### config.mk
export PLATFORM = sky130hd
export DESIGN_NAME = sga_render_ctrl
export DESIGN_NICKNAME = d
export VERILOG_FILES = /design/src/rtl/sga_pkg.sv /design/src/rtl/sga_index_counter.sv /design/src/rtl/sga_render_ctrl.sv
export SDC_FILE = /design/constraint.sdc
export NUM_CORES = 1
export LEC_CHECK = 0
export CAP_MARGIN = 20
export CORE_MARGIN = 2
export CORE_UTILIZATION = 40
export DETAILED_ROUTE_END_ITERATION = 6
export GPL_TIMING_DRIVEN = 0
export MAX_ROUTING_LAYER = met4
export PLACE_DENSITY = 0.62
export SLEW_MARGIN = 20
export SYNTH_ARGS = -nofsm -noshare
export SYNTH_HDL_FRONTEND = slang
export SYNTH_HIERARCHICAL = 1
export SYNTH_SLANG_ARGS = --single-unit
export TNS_END_PERCENT = 30
### constraint.sdc
create_clock -name clock -period 6.45 [get_ports clock]
set_clock_uncertainty 0.05 [all_clocks]
set_input_delay 0.645 -clock clock [delete_from_list [all_inputs] [get_ports clock]]
set_output_delay 0.645 -clock clock [all_outputs]
set_load 0.01 [all_outputs]
### src/rtl/sga_pkg.sv
// Shared Snake Game Arcade definitions: grid geometry, cell codes and the
// render sequencer state encoding.
package sga_pkg;

    localparam int GRID_X     = 16;
    localparam int GRID_Y     = 16;
    localparam int GRID_CELLS = GRID_X * GRID_Y;
    localparam int POS_W      = 8;
    localparam int MAX_SIZE   = 64;
    localparam int SIZE_W     = 7;
    localparam int ADDR_W     = 6;

    localparam logic [1:0] CELL_EMPTY = 2'b00;
    localparam logic [1:0] CELL_BODY  = 2'b01;
    localparam logic [1:0] CELL_HEAD  = 2'b10;
    localparam logic [1:0] CELL_APPLE = 2'b11;

    typedef enum logic [2:0] {
        ST_IDLE  = 3'd0,
        ST_CLEAR = 3'd1,
        ST_APPLE = 3'd2,
        ST_READ  = 3'd3,
        ST_WRITE = 3'd4,
        ST_DONE  = 3'd5
    } render_state_t;

endpackage

### src/rtl/sga_index_counter.sv
// Up-counter with synchronous clear (priority over enable) and a flag that
// is high while the count equals the supplied terminal value.
module sga_index_counter #(
    parameter int W = 8
) (
    input  logic         clock,
    input  logic         restart_n,
    input  logic         clr,
    input  logic         en,
    input  logic [W-1:0] last,
    output logic [W-1:0] count,
    output logic         tc
);

    always_ff @(posedge clock or negedge restart_n) begin
        if (!restart_n) begin
            count <= '0;
        end else if (clr) begin
            count <= '0;
        end else if (en) begin
            count <= count + W'(1);
        end
    end

    assign tc = (count == last);

endmodule

### src/rtl/sga_render_ctrl.sv
// Render sequencer: clears the framebuffer, paints the apple, then paints
// every snake segment read from the body RAM (head first).
module sga_render_ctrl #(
    parameter int GRID_CELLS = sga_pkg::GRID_CELLS,
    parameter int POS_W      = sga_pkg::POS_W,
    parameter int MAX_SIZE   = sga_pkg::MAX_SIZE,
    parameter int SIZE_W     = sga_pkg::SIZE_W,
    parameter int ADDR_W     = sga_pkg::ADDR_W
) (
    input  logic              clock,
    input  logic              restart_n,
    input  logic              start,
    input  logic [SIZE_W-1:0] size,
    input  logic [POS_W-1:0]  apple_pos,
    output logic [ADDR_W-1:0] body_addr,
    input  logic [POS_W-1:0]  body_data,
    output logic              fb_we,
    output logic [POS_W-1:0]  fb_addr,
    output logic [1:0]        fb_data,
    output logic              busy,
    output logic              render_finish,
    output logic [2:0]        db_state
);

    import sga_pkg::*;

    render_state_t     state;
    logic [SIZE_W-1:0] size_lat;
    logic [POS_W-1:0]  apple_lat;
    logic [SIZE_W-1:0] eff_size;
    logic [SIZE_W-1:0] seg_last;
    logic [POS_W:0]    idx;
    logic [SIZE_W-1:0] seg;
    logic              idx_tc, seg_tc;
    logic              idx_clr, idx_en, seg_clr, seg_en;
    logic              accept;

    // Oversized lengths saturate at the body RAM depth instead of wrapping.
    function automatic logic [SIZE_W-1:0] clamp_size(input logic [SIZE_W-1:0] s);
        if (s > SIZE_W'(MAX_SIZE)) begin
            return SIZE_W'(MAX_SIZE);
        end
        return s;
    endfunction

    assign accept   = (state == ST_IDLE) && start;
    assign eff_size = clamp_size(size_lat);
    assign seg_last = eff_size - SIZE_W'(1);

    // The top idx bit never sets in normal operation; it blocks any overrun.
    assign idx_clr = accept || ((state == ST_CLEAR) && idx_tc);
    assign idx_en  = (state == ST_CLEAR) && !idx[POS_W];
    assign seg_clr = accept;
    assign seg_en  = (state == ST_WRITE);

    sga_index_counter #(.W(POS_W + 1)) u_cell_idx (
        .clock     (clock),
        .restart_n (restart_n),
        .clr       (idx_clr),
        .en        (idx_en),
        .last      ((POS_W + 1)'(GRID_CELLS - 1)),
        .count     (idx),
        .tc        (idx_tc)
    );

    sga_index_counter #(.W(SIZE_W)) u_seg_idx (
        .clock     (clock),
        .restart_n (restart_n),
        .clr       (seg_clr),
        .en        (seg_en),
        .last      (seg_last),
        .count     (seg),
        .tc        (seg_tc)
    );

    always_ff @(posedge clock or negedge restart_n) begin
        if (!restart_n) begin
            state     <= ST_IDLE;
            size_lat  <= '0;
            apple_lat <= '0;
        end else begin
            case (state)
                ST_IDLE: begin
                    if (start) begin
                        state     <= ST_CLEAR;
                        size_lat  <= size;
                        apple_lat <= apple_pos;
                    end
                end
                ST_CLEAR: if (idx_tc) state <= ST_APPLE;
                ST_APPLE: state <= (eff_size == '0) ? ST_DONE : ST_READ;
                ST_READ:  state <= ST_WRITE;
                ST_WRITE: state <= seg_tc ? ST_DONE : ST_READ;
                ST_DONE:  state <= ST_IDLE;
                default:  state <= ST_IDLE;
            endcase
        end
    end

    // Moore decode of the registered state; WRITE forwards the RAM read data.
    always_comb begin
        fb_we         = 1'b0;
        fb_addr       = '0;
        fb_data       = CELL_EMPTY;
        body_addr     = '0;
        busy          = (state != ST_IDLE);
        render_finish = 1'b0;
        db_state      = state;
        case (state)
            ST_CLEAR: begin
                fb_we   = 1'b1;
                fb_addr = idx[POS_W-1:0];
            end
            ST_APPLE: begin
                fb_we   = 1'b1;
                fb_addr = apple_lat;
                fb_data = CELL_APPLE;
            end
            ST_READ: begin
                body_addr = seg[ADDR_W-1:0];
            end
            ST_WRITE: begin
                body_addr = seg[ADDR_W-1:0];
                fb_we     = 1'b1;
                fb_addr   = body_data;
                fb_data   = (seg == '0) ? CELL_HEAD : CELL_BODY;
            end
            ST_DONE: render_finish = 1'b1;
            default: ;
        endcase
    end

endmodule

After elaboration in Yosys (flattened, before gate mapping)

Cells that the tools add are included.

Register bits after elaboration: 34
Bits of input ports: 26
Word-level logic and storage cells: 51

Add/sub/neg operators: 3
$lt $le $gt $ge: 1
Equality and inequality tests: 9
Muxes and demuxes: 18
Reduce and logical (&&, ||, !) cells: 15

Operators by type and width:

| operator                                                           | count |
|---|---|
| 7-bit two-way mux                                                  | 4 |
| 8-bit one-hot mux with 3 select lines                              | 1 |
| 9-bit two-way mux                                                  | 2 |
| 3-bit one-hot mux with 5 select lines                              | 1 |
| 7-bit zero test                                                    | 2 |
| 3-bit two-way mux                                                  | 4 |
| 9-bit by 1-bit adder with 9-bit output, second input constant      | 1 |
| 9-bit by 8-bit == test with 1-bit output, second input constant    | 1 |
| 7-bit by 1-bit adder with 7-bit output, second input constant      | 1 |
| 7-bit == test                                                      | 1 |
| 7-bit > comparator, second input constant                          | 1 |
| 7-bit by 1-bit subtractor with 7-bit output, second input constant | 1 |
| 3-bit by 2-bit == test with 1-bit output, second input constant    | 2 |
| 3-bit == test, second input constant                               | 2 |
| 6-bit two-way mux                                                  | 1 |
| 2-bit != test, second input constant                               | 2 |
| 2-bit one-hot mux with 2 select lines                              | 1 |
| 2-bit AND reduction                                                | 2 |
| 2-bit nonzero test                                                 | 2 |
| 3-bit by 1-bit == test with 1-bit output, second input constant    | 1 |
| 1-bit logical AND                                                  | 3 |
| 3-bit zero test                                                    | 1 |
| 1-bit two-way mux                                                  | 3 |
| 3-bit nonzero test                                                 | 1 |
| 5 further kinds                                                    | 5 |

Logic depth before layout (Yosys ltp)

Gate-level depths: netlist (run 1).

Depth in word-level cells: 7
Gate-level depth with buffers: 10
Mapped depth without buffers: 10

Cells and area by module

Netlist (run 1), hierarchy kept.

By module, submodules not included:

| module                          | times used | cells an instance | area each (um^2) | seq. area each (um^2) |
|---|---|---|---|---|
| sga_render_ctrl                 | 1          | 128               | 1211.2           | 450.4 |
| sga_index_counter at u_cell_idx | 1          | 55                | 543.0            | 225.2 |
| sga_index_counter at u_seg_idx  | 1          | 40                | 395.4            | 175.2 |

Worst setup path before layout (run 1)

Ideal clock, no wire load.

Path kind: flip-flop to flip-flop
From: reg u_cell_idx.count[5]
To: reg u_cell_idx.count[6]
Library setup time: 0.077 ns
Data arrival time: 2.180 ns
Data required time: 6.323 ns
Slack: 4.143 ns
Cell stages (with the launch flop): 10
Path buffers: 1
Clock period less this slack: 2.307 ns
Path through: dfrtp_1 > xnor2_1 > nand3_1 > nor4_1 > mux2i_1 > nor3_1 > buf_4 > o2111ai_2 > or3_1 > a21oi_1

Cells in the longest elaborated chain, start to end: 4

RTL lines:

| what                                                    | line                    | text |
|---|---|---|
| from (decl)                                             | sga_index_counter.sv:11 | `output logic [W-1:0] count,` |
| from (signal assigned)                                  | sga_index_counter.sv:21 | `count <= count + W'(1);` |
| 9-bit by 8-bit == test with 1-bit output *              | sga_index_counter.sv:25 | `assign tc = (count == last);` |
| named net idx_tc                                        | sga_render_ctrl.sv:34   | `logic idx_tc, seg_tc;` |
| 1-bit logical AND *                                     | sga_render_ctrl.sv:51   | `assign idx_clr = accept \|\| ((state == ST_CLEAR) && idx_tc);` |
| 1-bit logical OR *                                      | sga_render_ctrl.sv:51   |  |
| named net idx_clr                                       | sga_render_ctrl.sv:35   | `logic idx_clr, idx_en, seg_clr, seg_en;` |
| 9-bit two-way mux or 2-bit nonzero test (tied branches) | -                       |  |

Mark *: on every way through the listed nets, which the timed path passes. The rest lies on a longest branch. The select of a mux whose other input is x is not followed.
A chain may end at the register's enable or synchronous reset.

Final worst setup path (run 1)

From: reg state[1] (netlist: db_state[1])
To: out fb_addr[7]

Cells in the longest elaborated chain, start to end: 2

RTL lines:

| what                                        | line                   | text |
|---|---|---|
| from (decl)                                 | sga_render_ctrl.sv:27  | `render_state_t state;` |
| from (signal assigned)                      | sga_render_ctrl.sv:91  | `ST_APPLE: state <= (eff_size == '0) ? ST_DONE : ST_READ;` |
| from (signal assigned)                      | sga_render_ctrl.sv:93  | `ST_WRITE: state <= seg_tc ? ST_DONE : ST_READ;` |
| 3-bit == test, or another cell as far along | sga_render_ctrl.sv:109 | `case (state)` |
| 8-bit one-hot mux with 3 select lines *     | sga_render_ctrl.sv:109 |  |
| to (decl)                                   | sga_render_ctrl.sv:18  | `output logic [POS_W-1:0] fb_addr,` |

Every way passes the cells marked *; elsewhere a longest branch is shown, timed or not.

==> metrics.txt, run 1 <==
number of rows in the core area=26; number of buffers between clock root and the deepest sink=2; number of nets with antenna violations after routing=0; root buffer selected by CTS=sky130_fd_sc_hd__clkbuf_8; Vias=1816; count of flip-flops with a built-in enable after synthesis=0; worst reg2reg path depth=9; share of post-route cells with drive strength above 1=14.0%; pin count of the biggest net entering global routing=21; Post-CTS Setup Repair Bufs=0; routability congestion estimate from global placement=0.848; class of the tightest hold or removal check=input port to asynchronous set/reset pin; Period Utilization, post-route=47.4%; Synth Instances=223; wire length per cell after detailed routing=14.4 um; required time at the endpoint of the critical path=5.75 ns; number of global-route vias before repair=1767; largest family of logic cells by synthesized area=simple AND/OR/NAND/NOR gates; synthesized area divided by synthesized cell count=9.64 um^2; diode count=0; result of the run=finished, final reports clean; Iter 0 DRT Violations=80; wire length of the first global-routing pass=8.75 mm; Post-CTS Hold Fix Bufs=0; Inserted Clock Buffers=5; height of the die=77.3 um; highest fanout seen on the critical path=10; achievable clock frequency=327 MHz; total global routing overflow=0; final instance area=0.00287 mm^2; number of port buffers=47; relative max-transition margin=53.1%; Die Footprint=0.00598 mm^2; fillers=500; clock tree from TritonCTS=yes; critical path startpoint category=flop; power per standard cell area=359 mW/mm^2; CP Capture Type=output pin; Clock Pin Slew Worst Setup and Hold Paths=0.07 ns; Setup violations, final=0; relative area change from synthesis to final layout=33.3%; Core Footprint=0.00514 mm^2; post-synthesis share of cell area spent on and, or, nand and nor gates=20.3%; standby leakage power=1.20 nW; Initial Utilization=41.8%; Final Total Pwr=1.03 mW; xor and xnor area share after synthesis=10.6%; area post-placement=0.00276 mm^2; actual transition at the worst max-transition pin=0.700 ns; First-pass DRT Iterations=4; distinct cell type count of the synthesized netlist=45; number of max-slew violations in the final report=0; adder-cell area share of the yosys netlist=2.33%; Clk Latency, worst-skew pair=0.28 ns; class of the most critical setup path=flop to output pin; utilization after layout=55.7%; Max H-tree Level=2; ratio of routed vias to standard cells=5.10; Setup Total Neg Slack=0 ns; flip-flop and latch count after synthesis=34; number of maximum-capacitance violations=0; Resized cells post-CTS=0; num ports=48; Final HPWL DP=3.84 mm; gr usage total=18.9%; unrepaired setup endpoints after global routing=no; final period demand of the worst path=3.06 ns; nets=315; sequential element share of the synthesized area=39.6%; total wire length=5.13 mm; async set-or-reset flop fraction in the synthesized netlist=100%; dominant register cell in the synthesized netlist=sky130_fd_sc_hd__dfrtp_1; maximum VDD drop=0.000191 V; chip width=77.3 um; multiplexer area fraction after synthesis=9.08%; data arrival time at the worst-slack endpoint=2.36 ns; pre-CTS setup slack=3.67 ns; count of clock tree sinks=34; synthesized-area fraction occupied by ao, oa, aoi and oai cells=14.0%; fin worst setup slack=3.39 ns; Post-Synthesis Cell Area=0.00215 mm^2; number of warnings printed during yosys synthesis=6; final hold violation count=0; total DRC errors in the routed layout=0; initial antenna violation count=0
==> logic make-up after synthesis <==
kind of cell    count (synthesis)
simple gates                   78
compound gates                 47
flops                          34
xor+xnor                       26
mux                            16
buf+inv                        16
fa+ha+maj                       4
other cells                     2
==> synthesized netlist by cell type (4+ instances only) <==
cell | n | area, um^2
sky130_fd_sc_hd__or4_1 | 4 | 30.0
sky130_fd_sc_hd__buf_2 | 6 | 30.0
sky130_fd_sc_hd__nor2_1 | 13 | 48.8
sky130_fd_sc_hd__nor4_1 | 4 | 25.0
sky130_fd_sc_hd__mux2_4 | 5 | 75.1
sky130_fd_sc_hd__o21ai_0 | 19 | 95.1
sky130_fd_sc_hd__nand2_1 | 19 | 71.3
sky130_fd_sc_hd__xnor2_1 | 15 | 131
sky130_fd_sc_hd__mux2_2 | 8 | 90.1
sky130_fd_sc_hd__a22oi_1 | 8 | 60.1
sky130_fd_sc_hd__xor2_1 | 11 | 96.3
sky130_fd_sc_hd__or3_1 | 6 | 37.5
sky130_fd_sc_hd__nand4_1 | 6 | 37.5
sky130_fd_sc_hd__dfrtp_1 | 34 | 851
sky130_fd_sc_hd__ha_1 | 4 | 50.1
sky130_fd_sc_hd__inv_1 | 5 | 18.8
sky130_fd_sc_hd__and2_1 | 6 | 37.5
sky130_fd_sc_hd__a21oi_1 | 7 | 35.0
sky130_fd_sc_hd__nand3_1 | 6 | 30.0
==> sequential cells by signal, indices dropped and copies added, names as in the netlist <==
| signal | count |
|---|---|
| u_cell_idx/count | 9 |
| apple_lat | 8 |
| size_lat | 7 |
| u_seg_idx/count | 7 |
| db_state | 3 |
==> final cells by class <==
class	count	area (um^2)	share of cell area, %
multi-input cells	180	1240	43.4
flip-flops and latches	34	851	29.7
inverters	6	22.5	0.786
clock inverters	3	40.0	1.40
plain buffers	10	60.1	2.10
well taps	70	87.6	3.06
clock buffers	5	68.8	2.40
repair buffers	48	493	17.2
==> placed cells by master (no fill, tap or decap), types with 7 or more instances in the layout <==
| master | n |
|---|---|
| sky130_fd_sc_hd__o21ai_0 | 19 |
| sky130_fd_sc_hd__conb_1 | 9 |
| sky130_fd_sc_hd__buf_2 | 7 |
| sky130_fd_sc_hd__dfrtp_1 | 34 |
| sky130_fd_sc_hd__xnor2_1 | 15 |
| sky130_fd_sc_hd__a21oi_1 | 7 |
| sky130_fd_sc_hd__a22oi_1 | 8 |
| sky130_fd_sc_hd__xor2_1 | 11 |
| sky130_fd_sc_hd__clkdlybuf4s50_1 | 46 |
| sky130_fd_sc_hd__nand2_1 | 19 |
| sky130_fd_sc_hd__mux2_2 | 8 |
| sky130_fd_sc_hd__nor2_1 | 13 |
==> power breakdown <==
group | leakage [nW] | total [mW] | internal [mW] | switching (mW)
Sequential | 0.430 | 0.369 | 0.287 | 0.0828
Combinational | 0.714 | 0.465 | 0.251 | 0.214
Clock | 0.0579 | 0.193 | 0.114 | 0.0796
==> worst max-delay path: stages, from the launching register on <==
cell                              delay (ns)
sky130_fd_sc_hd__dfrtp_1                0.44
sky130_fd_sc_hd__buf_2                  0.23
sky130_fd_sc_hd__nor3b_2                0.62
sky130_fd_sc_hd__nand2_1                0.12
sky130_fd_sc_hd__o21ai_0                0.11
sky130_fd_sc_hd__clkdlybuf4s50_1        0.56
==> path summary, 6_finish.rpt <==
path,end,slack (ns),from
min in group clock,apple_lat[7]$_DFFE_PN0P_,0.46,apple_lat[7]$_DFFE_PN0P_
max in group asynchronous,size_lat[4]$_DFFE_PN0P_,5.69,restart_n
worst max-delay path,fb_addr[7],3.39,db_state[1]$_DFFE_PN0P_
worst min register to register,apple_lat[7]$_DFFE_PN0P_,0.46,apple_lat[7]$_DFFE_PN0P_
worst max register to register,u_cell_idx/count[6]$_DFFE_PN0P_,3.61,u_cell_idx/count[4]$_DFFE_PN0P_
worst min-delay path,u_cell_idx/count[7]$_DFFE_PN0P_,0.22,restart_n
==> per-stage QoR <==
step,std cells,hold WS [ns]
after global placement,347,0.443
after CTS,356,0.228
after detailed placement,348,0.446
after floorplan,230,0.299
final,356,0.225
after global routing,356,0.238
==> routing by layer <==
layer | GRT usage, % | wire, um | share of wire [%] | up-vias
li1 | - | - | - | 912
met1 | 24.3 | 2390 | 47 | 866
met2 | 30.8 | 2570 | 50 | 34
met3 | 3.65 | 134 | 2.6 | 4
met4 | 4.82 | 36 | 0.70 | 0
met5 | - | 0 | 0 | -
Power figures use the tool's default switching activity.
==> inputs of run 2 (changes only) <==
==> constraint.sdc (replaced) <==
create_clock -name clock -period 3.11 [get_ports clock]
set_clock_uncertainty 0.05 [all_clocks]
set_input_delay 0.311 -clock clock [delete_from_list [all_inputs] [get_ports clock]]
set_output_delay 0.311 -clock clock [all_outputs]
set_load 0.01 [all_outputs]
==> run 2 against run 1 <==
  * Combinational power is 110% higher
  * Global-route usage did not move
  * Setup slack worse by 3.1 ns
  * Register-to-register slack worse by 3.3 ns
  * Sequential share of layout area fell by 0.10 points
  * First-iteration DRC count decreased by 1.3%
  * Largest power group unchanged
==> metrics.txt, run 2 (synthesis results as in run 1) <==
number of maximum-capacitance violations=0 (unchanged); count of clock tree sinks=34 (unchanged); result of the run=finished, final reports clean; number of max-slew violations in the final report=0 (unchanged); Initial Utilization=41.8% (unchanged); biggest registers after layout=u_cell_idx/count: 9 flops, apple_lat: 8 flops; Largest register FFs=9 (unchanged); Clk Latency, worst-skew pair=0.28 ns (about the same); relative area change from synthesis to final layout=33.8%; total DRC errors in the routed layout=0 (unchanged); number of buffers between clock root and the deepest sink=2 (unchanged); chip width=77.3 um (unchanged); final period demand of the worst path=2.84 ns; relative max-transition margin=53.0% (-0.083 points); clock tree from TritonCTS=yes; required time at the endpoint of the critical path=3.28 ns (-2.47 ns); actual transition at the worst max-transition pin=0.702 ns (+0.00124 ns); number of global-route vias before repair=1773 (+0.34%); Setup Total Neg Slack=0 ns (unchanged); CP Capture Type=flop; diode count=0 (unchanged); Period Utilization, post-route=91.2%; wire length of the first global-routing pass=8.75 mm (unchanged); gr usage total=18.9% (unchanged); worst reg2reg path depth=9 (unchanged); Die Footprint=0.00598 mm^2 (unchanged); initial antenna violation count=0 (unchanged); worst r2r src=u_cell_idx/count[4]$_DFFE_PN0P_; data arrival time at the worst-slack endpoint=3.00 ns (+0.64 ns); unrepaired setup endpoints after global routing=no; First-pass DRT Iterations=4 (unchanged); Setup violations, final=0 (unchanged); Iter 0 DRT Violations=79 (-1.3%); Max H-tree Level=2 (unchanged); standby leakage power=1.21 nW (+0.35%); destination of the worst register-to-register timing path=u_cell_idx/count[6]$_DFFE_PN0P_; height of the die=77.3 um (unchanged); wire length per cell after detailed routing=14.4 um (+0.24%); nets=316 (+0.32%); most frequent cells in the layout=sky130_fd_sc_hd__clkdlybuf4s50_1, sky130_fd_sc_hd__dfrtp_1, sky130_fd_sc_hd__nand2_1, sky130_fd_sc_hd__o21ai_0, sky130_fd_sc_hd__xnor2_1; Core Footprint=0.00514 mm^2 (unchanged); total wire length=5.16 mm (+0.53%); number of port buffers=47 (unchanged); Post-CTS Setup Repair Bufs=0 (unchanged); pin count of the biggest net entering global routing=21 (unchanged); highest fanout seen on the critical path=10 (unchanged); utilization after layout=55.9% (+0.19 points); Vias=1813 (-0.17%); routability congestion estimate from global placement=0.848 (unchanged); num ports=48 (unchanged); Inserted Clock Buffers=5 (unchanged); root buffer selected by CTS=sky130_fd_sc_hd__clkbuf_8; share of post-route cells with drive strength above 1=13.9% (-0.049 points); Post-CTS Hold Fix Bufs=1 (+1); Clock Pin Slew Worst Setup and Hold Paths=0.07 ns (about the same); ratio of routed vias to standard cells=5.08 (-0.44%); total global routing overflow=0 (unchanged); Resized cells post-CTS=0 (unchanged); achievable clock frequency=352 MHz; register bank with the most flops=u_cell_idx/count; fillers=499 (-0.20%); critical path startpoint category=flop; Final HPWL DP=3.84 mm (unchanged); maximum VDD drop=0.000397 V (+110%); class of the tightest hold or removal check=input port to asynchronous set/reset pin; number of nets with antenna violations after routing=0 (unchanged); power per standard cell area=742 mW/mm^2 (+110%); number of rows in the core area=26 (unchanged); final hold violation count=0 (unchanged); most common cell after layout, fill and taps aside=sky130_fd_sc_hd__clkdlybuf4s50_1; setup slack of the most critical reg-to-reg path=0.27 ns (-3.34 ns); class of the most critical setup path=flop to flop
-- run 2: cell types whose count changed in the layout (fill, tap and decap cells not counted), sizes merged --
cell         previous run  this run
dlygate4sd3             0         1
-- run 2: worst max path at each step --
stage	start	end	cells past startpoint
floorplan	u_cell_idx/count[5]$_DFFE_PN0P_	u_cell_idx/count[6]$_DFFE_PN0P_	9
global placement	u_cell_idx/count[4]$_DFFE_PN0P_	u_cell_idx/count[8]$_DFFE_PN0P_	9
detailed placement	u_cell_idx/count[4]$_DFFE_PN0P_	u_cell_idx/count[6]$_DFFE_PN0P_	9
CTS	u_cell_idx/count[4]$_DFFE_PN0P_	u_cell_idx/count[6]$_DFFE_PN0P_	9
global route	u_cell_idx/count[4]$_DFFE_PN0P_	u_cell_idx/count[8]$_DFFE_PN0P_	9
finish	u_cell_idx/count[4]$_DFFE_PN0P_	u_cell_idx/count[6]$_DFFE_PN0P_	9
-- run 2: worst max-delay path, cell delays in order (launching register included) --
cell,delay (ns)
sky130_fd_sc_hd__dfrtp_1,0.49
sky130_fd_sc_hd__xnor2_1,0.16
sky130_fd_sc_hd__nand4_1,0.14
sky130_fd_sc_hd__nor4_1,0.49
sky130_fd_sc_hd__mux2i_1,0.16
sky130_fd_sc_hd__nor3_1,0.28
sky130_fd_sc_hd__buf_4,0.24
sky130_fd_sc_hd__o2111ai_2,0.23
sky130_fd_sc_hd__or3_1,0.40
sky130_fd_sc_hd__a21oi_1,0.14
-- run 2: final cells by class --
cell class,count,area (um^2),area share (%)
buffer,10,60.1,2.09
timing repair buffer,49,503,17.5
inverter,6,22.5,0.783
multi-input combinational,180,1240,43.2
clock inverter,3,40.0,1.39
clock buffer,5,68.8,2.39
tap,70,87.6,3.05
sequential,34,851,29.6
-- run 2: through the flow --
step	total power, mW	setup WS (ns)	cells	hold slack, ns	instance area, um^2
CTS	2.16	0.325	357	0.437	2880
global placement	1.73	0.379	347	0.443	2730
detailed placement	1.75	0.335	348	0.209	2760
global route	2.32	0.114	357	0.461	2880
finish	2.13	0.273	357	0.431	2880
floorplan	1.43	0.803	230	-0.0346	2180
-- run 2: power breakdown --
part           switching (mW)  leakage [nW]  internal [mW]
Sequential              0.173         0.430          0.594
Clock                   0.165        0.0579          0.236
Combinational           0.444         0.718          0.522
-- run 2: layer usage --
metal	share of wire [%]	vias up	wire length, um	GRT usage [%]
li1	-	912	-	-
met1	46	862	2390	24.3
met2	50	35	2580	30.8
met3	3.0	4	153	3.65
met4	0.68	0	35	4.82
met5	0	-	0	-
==> inputs of run 3 (changes only) <==
--- a/config.mk
+++ b/config.mk
@@ -12,6 +12,7 @@
 export GPL_TIMING_DRIVEN = 0
 export MAX_ROUTING_LAYER = met4
 export PLACE_DENSITY = 0.62
+export SKIP_CTS_REPAIR_TIMING = 1
 export SLEW_MARGIN = 20
 export SYNTH_ARGS = -nofsm -noshare
 export SYNTH_HDL_FRONTEND = slang
==> results of run 3 <==
The final DEF is identical to that of run 2; final timing and power are the same.
Among the figures that moved: via count of the first global-routing pass 1773 -> 1767
